## src/rtl/imm_extend_pipe_pkg.sv

```systemverilog
// imm_ext_pkg -- shared types and constants for the immediate extender.
//   ext_mode_e : extension mode carried alongside each immediate.
//   XFER_CNT_W : width of the delivered-result counter.
package imm_ext_pkg;

  typedef enum logic [1:0] {
    EXT_SEXT     = 2'd0,
    EXT_ZEXT     = 2'd1,
    EXT_SEXT_SHL = 2'd2,
    EXT_HIGH     = 2'd3
  } ext_mode_e;

  localparam int XFER_CNT_W = 16;

endpackage

```

## src/rtl/imm_extend_pipe_reg.sv

```systemverilog
// ext_pipe_reg -- one elastic valid/ready register slice.
//   in_valid/in_ready/in_data    : upstream handshake and payload
//   out_valid/out_ready/out_data : downstream handshake and registered payload
// in_ready is combinational from out_ready so a full slice can accept while
// it drains, giving full throughput without a skid buffer.
module ext_pipe_reg #(
  parameter int W = 8
) (
  input  logic         clk,
  input  logic         rst,
  input  logic         in_valid,
  output logic         in_ready,
  input  logic [W-1:0] in_data,
  output logic         out_valid,
  input  logic         out_ready,
  output logic [W-1:0] out_data
);

  logic         valid_q, valid_d;
  logic [W-1:0] data_q, data_d;

  assign in_ready  = !valid_q || out_ready;
  assign out_valid = valid_q;
  assign out_data  = data_q;

  // Stalled: hold everything. Otherwise take the upstream item (or go empty).
  always_comb begin
    valid_d = valid_q;
    data_d  = data_q;
    if (in_ready) begin
      valid_d = in_valid;
      if (in_valid) data_d = in_data;
    end
  end

  always_ff @(posedge clk or posedge rst) begin
    if (rst) begin
      valid_q <= 1'b0;
      data_q  <= '0;
    end else begin
      valid_q <= valid_d;
      data_q  <= data_d;
    end
  end

endmodule

```

## src/rtl/imm_extend_pipe.sv

```systemverilog
// imm_extend_pipe -- two-stage elastic immediate extender.
//   clk, rst                   : clock, async active-high reset
//   in_valid/in_ready          : decode-side handshake
//   ext_in, ext_mode, ext_shamt: immediate, mode (imm_ext_pkg::ext_mode_e), shift
//   out_valid/out_ready        : execute-side handshake
//   extend_out, ext_ovf        : registered result and shift-overflow flag
//   xfer_count                 : wrapping count of delivered results
// Stage 1 captures the raw fields; the extend logic sits between stage 1 and
// stage 2, so both outputs come straight from stage-2 flops.
module imm_extend_pipe
  import imm_ext_pkg::*;
#(
  parameter int IN_W      = 8,
  parameter int OUT_W     = 16,
  parameter int SHIFT_MAX = 3,
  parameter int SH_W      = $clog2(SHIFT_MAX + 1)
) (
  input  logic                  clk,
  input  logic                  rst,
  input  logic                  in_valid,
  output logic                  in_ready,
  input  logic [IN_W-1:0]       ext_in,
  input  logic [1:0]            ext_mode,
  input  logic [SH_W-1:0]       ext_shamt,
  output logic                  out_valid,
  input  logic                  out_ready,
  output logic [OUT_W-1:0]      extend_out,
  output logic                  ext_ovf,
  output logic [XFER_CNT_W-1:0] xfer_count
);

  localparam int              S1_W   = SH_W + 2 + IN_W;
  localparam int              S2_W   = OUT_W + 1;
  localparam int              WIDE_W = OUT_W + SHIFT_MAX;
  localparam logic [SH_W-1:0] SHM    = SH_W'(SHIFT_MAX);

  logic              s1_valid, s1_ready;
  logic [S1_W-1:0]   s1_data;
  logic [IN_W-1:0]   s1_imm;
  logic [1:0]        s1_mode;
  logic [SH_W-1:0]   s1_shamt;
  logic [S2_W-1:0]   s2_data;

  ext_pipe_reg #(.W(S1_W)) u_s1 (
    .clk       (clk),
    .rst       (rst),
    .in_valid  (in_valid),
    .in_ready  (in_ready),
    .in_data   ({ext_shamt, ext_mode, ext_in}),
    .out_valid (s1_valid),
    .out_ready (s1_ready),
    .out_data  (s1_data)
  );

  assign {s1_shamt, s1_mode, s1_imm} = s1_data;

  // ---- extend / shift / overflow ----
  logic signed [IN_W-1:0]  imm_s;
  logic signed [OUT_W-1:0] sx, shl_res;
  logic [OUT_W-1:0]        zx, res_c;
  logic [SH_W-1:0]         sh;
  logic                    clamp, ovf_c;

  always_comb begin
    imm_s   = s1_imm;
    sx      = OUT_W'(imm_s);
    zx      = OUT_W'(s1_imm);
    clamp   = s1_shamt > SHM;
    sh      = clamp ? SHM : s1_shamt;
    // Shift in the widened domain, then keep the low OUT_W bits.
    shl_res = OUT_W'(WIDE_W'(sx) << sh);
    res_c   = sx;
    ovf_c   = 1'b0;
    case (ext_mode_e'(s1_mode))
      EXT_SEXT: res_c = sx;
      EXT_ZEXT: res_c = zx;
      EXT_SEXT_SHL: begin
        res_c = shl_res;
        // Shifting back must reproduce the input, else significant bits fell off.
        ovf_c = clamp || ((shl_res >>> sh) != sx);
      end
      EXT_HIGH: res_c = zx << (OUT_W - IN_W);
      default: ;
    endcase
  end

  ext_pipe_reg #(.W(S2_W)) u_s2 (
    .clk       (clk),
    .rst       (rst),
    .in_valid  (s1_valid),
    .in_ready  (s1_ready),
    .in_data   ({ovf_c, res_c}),
    .out_valid (out_valid),
    .out_ready (out_ready),
    .out_data  (s2_data)
  );

  assign {ext_ovf, extend_out} = s2_data;

  // ---- delivered-result counter ----
  logic [XFER_CNT_W-1:0] cnt_q, cnt_d;

  always_comb cnt_d = cnt_q + XFER_CNT_W'(out_valid && out_ready);

  always_ff @(posedge clk or posedge rst) begin
    if (rst) cnt_q <= '0;
    else     cnt_q <= cnt_d;
  end

  assign xfer_count = cnt_q;

endmodule

```

## config.mk

```make
export PLATFORM = sky130hd
export DESIGN_NAME = imm_extend_pipe
export DESIGN_NICKNAME = d
export VERILOG_FILES = /design/src/rtl/imm_extend_pipe_pkg.sv /design/src/rtl/imm_extend_pipe_reg.sv /design/src/rtl/imm_extend_pipe.sv
export SDC_FILE = /design/constraint.sdc
export NUM_CORES = 1
export LEC_CHECK = 0
export CAP_MARGIN = 10
export CORE_MARGIN = 5
export CORE_UTILIZATION = 53
export CTS_CLUSTER_SIZE = 40
export DETAILED_ROUTE_END_ITERATION = 6
export PLACE_DENSITY = 0.84
export SYNTH_ARGS = -nofsm -noshare
export SYNTH_HDL_FRONTEND = slang
export SYNTH_SLANG_ARGS = --single-unit
```

## constraint.sdc

```tcl
create_clock -name clk -period 2.3 [get_ports clk]
set_input_delay 0.46 -clock clk [delete_from_list [all_inputs] [get_ports clk]]
set_output_delay 0.46 -clock clk [all_outputs]
set_load 0.05 [all_outputs]
```

==> impl_metrics.tcl <==
set metrics [dict create \
    status "completed" \
    via_per_inst 5.801 \
    async_reset_ff_share_pct 100.0 \
    syn_area_um2 2222 \
    clkSlewWorstSetupHoldPaths_ps 70 \
    antenna_left 0 \
    cpPeakStageDelay_ps 850 \
    die_h_um 74.75 \
    hold_path.class "flop to flop" \
    buffer_ports.inserted 50 \
    timing.clock.skew_ps 8.654 \
    worst_setup_path_start_kind "flop" \
    cp_top_family "buffers and inverters" \
    totalPowerFinal_mw 2.771 \
    largest_family_of_logic_cells_by_synthesized_area "multiplexers" \
    design.final.nets 260 \
    post-route-cell-area_um2 2856 \
    clock_insertion_delay_worst_skew_ps 290 \
    number_of_distinct_library_cells_after_synthesis 35 \
    fillCellCount 309 \
    synthMuxAreaShare_pct 13.40 \
    dp_worst_setup_slack_ps 98.10 \
    cts.sink_count 47 \
    synth_adder_area_share_pct 1.126 \
    setup.worst_path.class "flop to output pin" \
    initial_utilization_pct 55.16 \
    endpoint_kind "output pin" \
    cp_slowest_cell "sky130_fd_sc_hd__clkdlybuf4s50_1" \
    fin_worst_hold_slack_ps 472.3 \
    post_synthesis_share_of_cell_area_spent_on_and_or_nand_and_nor_gates_pct 11.26 \
    most_used_dff_post_synth "sky130_fd_sc_hd__dfrtp_1" \
    peak_freq_mhz 480.2 \
    vias 1688 \
    vdd.ir_drop.worst_v 0.0005362 \
    worstPathMaxFanout 7 \
    dr.first_iter.drc_count 160 \
    required_ps 1840 \
    fp.dieArea_um2 5588 \
    antenna_cells 0 \
    synthCells 190 \
    register_share_of_total_power_pct 42.6 \
    remaining_drc_errors 0 \
    die_w_um 74.75 \
    post_route_clock_period_utilization_pct 90.54 \
    synth_area_per_cell_um2 11.70 \
    ys_seq_area_share_pct 52.93 \
    relSlewSlack_pct 62.10 \
    numCtsBuffers 5 \
    pwr_density_cell_nw_per_um2 970.0 \
    final_common_cell "sky130_fd_sc_hd__clkdlybuf4s50_1" \
    grt-ovfl-total 0 \
    power.switching_mw 1.141 \
    post_synth_xor_area_fraction_pct 5.518 \
    max_cap_viol_count 0 \
    critPathArrivalTime_ps 1620 \
    cts-htree-levels 2 \
    rsz0062_at_grt "no" \
    area_delta_synth_final_pct 28.55 \
    area_taken_by_multi_input_logic_gates_um2 970.9 \
    yosysWarningCount 0 \
    p_leak_nw 1.227 \
    grt_max_degree 48 \
    synth_compound_gate_area_share_pct 12.39 \
    core-area_um2 4029 \
    timing.final.setup_violations 0 \
    grt_antenna_before_repair 0 \
    cp_num_buf_inv 1 \
    post_cts.repair.setup_buffers 0 \
    slew_viol_final 0 \
    gp_routability_congestion 0.8328 \
    synth.net_count 208 \
    placed_wire_length_estimate_um 3458 \
    ios 51 \
    layout.area.seq_um2 1176 \
    clock_tree.root_cell "sky130_fd_sc_hd__clkbuf_8" \
    routedWlPerCell_um 16.34 \
    drt_pass1_iterations 4 \
    synth-edff-count 0 \
    floorplan_row_count 23 \
    max-clock-path-buffers 2 \
    routed_wl_um 4754 \
    tritoncts_clock_tree "done" \
    worst_tran_pin_value_ps 568.5 \
    dpl_cell_area_um2 2784 \
    grt_pass1_vias 1646 \
    cts_repair_resize_count 0 \
    drive_above_1_share_pct 10.79 \
    power_switching_share_pct 41.17 \
    yosys_register_bits 47 \
    final.min_clock_period_ps 2082 \
    layout.cells.most_common_list "49 x sky130_fd_sc_hd__clkdlybuf4s50_1, 47 x sky130_fd_sc_hd__dfrtp_1, 29 x sky130_fd_sc_hd__a21oi_1" \
    timing.final.ws_setup_ps 217.5 \
    path_cells "clkdlybuf4s50_1" \
    hold_viol_final 0 \
    grt_first_pass_wirelength_um 7955 \
    pwr-share-clk_pct 16.1 \
    track_usage_pct 18.99 \
    internal_power_mw 1.630 \
    comb_power_share_pct 41.3 \
    cts_hold_repair.buffers 0 \
    finalSetupTns_ps 0 \
]
-- area by class of cell --
| type | instances | area share [%] |
|---|---|---|
| clock buffers | 6 | 2.541 |
| multi-input cells | 127 | 33.99 |
| inverters | 5 | 0.6570 |
| repair buffers | 56 | 19.45 |
| well taps | 50 | 2.190 |
| flip-flops and latches | 47 | 41.17 |
-- final timing paths --
kind	startpoint	to	slack [ps]	cells after the start
max	xfer_count[2]	xfer_count[2]	220	1
min	xfer_count[15]	xfer_count[15]	470	1
max reg2reg	u_s1.out_data[10]	u_s2.out_data[7]	650	3
min reg2reg	xfer_count[15]	xfer_count[15]	470	1
max in group asynchronous	rst	u_s2.out_data[0]	1280	3
min in group asynchronous	rst	xfer_count[6]	630	3
-- power by group through the flow --
stage               Combinational [mW]  Sequential (mW)  Clock [mW]
floorplan                        0.345             1.59           0
global placement                  1.14             1.19           0
global route                      1.21             1.21       0.494
CTS                               1.16             1.18       0.461
detailed placement                1.15             1.19           0
finish                            1.15             1.18       0.445
-- registers in the layout (all words and copies together) (netlist names) --
name            count
u_s1.out_data      12
xfer_count         16
u_s1.out_valid      1
u_s2.out_data      17
u_s2.out_valid      1
-- logic make-up after synthesis --
kind of cell               Yosys count
muxes                               20
xor gates and xnor gates            14
and+or+nand+nor                     45
buffers and inverters               16
DFF                                 47
adders and majority gates            2
AOI/OAI and AO/OA                   46
-- synthesized netlist by cell type, types with 2 or more instances --
master,count,area share (%)
sky130_fd_sc_hd__xnor2_1,5,2.0
sky130_fd_sc_hd__a22oi_1,5,1.7
sky130_fd_sc_hd__dfrtp_1,47,53
sky130_fd_sc_hd__nor2b_1,5,1.4
sky130_fd_sc_hd__nand2b_1,3,0.84
sky130_fd_sc_hd__buf_2,6,1.4
sky130_fd_sc_hd__inv_1,5,0.84
sky130_fd_sc_hd__o21ai_0,2,0.45
sky130_fd_sc_hd__ha_1,2,1.1
sky130_fd_sc_hd__nor3_1,4,0.90
sky130_fd_sc_hd__xor2_1,9,3.5
sky130_fd_sc_hd__nand2_1,6,1.0
sky130_fd_sc_hd__mux4_1,5,5.9
sky130_fd_sc_hd__a21oi_1,29,6.5
sky130_fd_sc_hd__a2bb2oi_1,2,0.79
sky130_fd_sc_hd__clkbuf_1,4,0.68
sky130_fd_sc_hd__nor2_1,5,0.84
sky130_fd_sc_hd__mux2i_1,2,0.90
sky130_fd_sc_hd__nand3_1,6,1.4
sky130_fd_sc_hd__and2_1,2,0.56
sky130_fd_sc_hd__and3_1,2,0.56
sky130_fd_sc_hd__nor4_1,4,1.1
sky130_fd_sc_hd__a21boi_0,2,0.68
sky130_fd_sc_hd__mux2_2,13,6.6
sky130_fd_sc_hd__nand4_1,5,1.4
-- metal layers --
metal | vias to the layer above | GRT usage [%] | share of wire (%)
li1 | 801 | - | -
met2 | 59 | 30.44 | 50
met4 | 0 | 5.336 | 1.1
met5 | - | 0 | 0
met3 | 4 | 4.139 | 5.6
met1 | 824 | 26.34 | 43
-- per-stage QoR --
step                util (%)  cells
detailed placement     69.10    285
floorplan                  -    190
CTS                    70.90    291
global placement       69.10    285
global route           70.90    291
finish                 70.90    291
No activity file was read; power rests on OpenSTA's default activity.
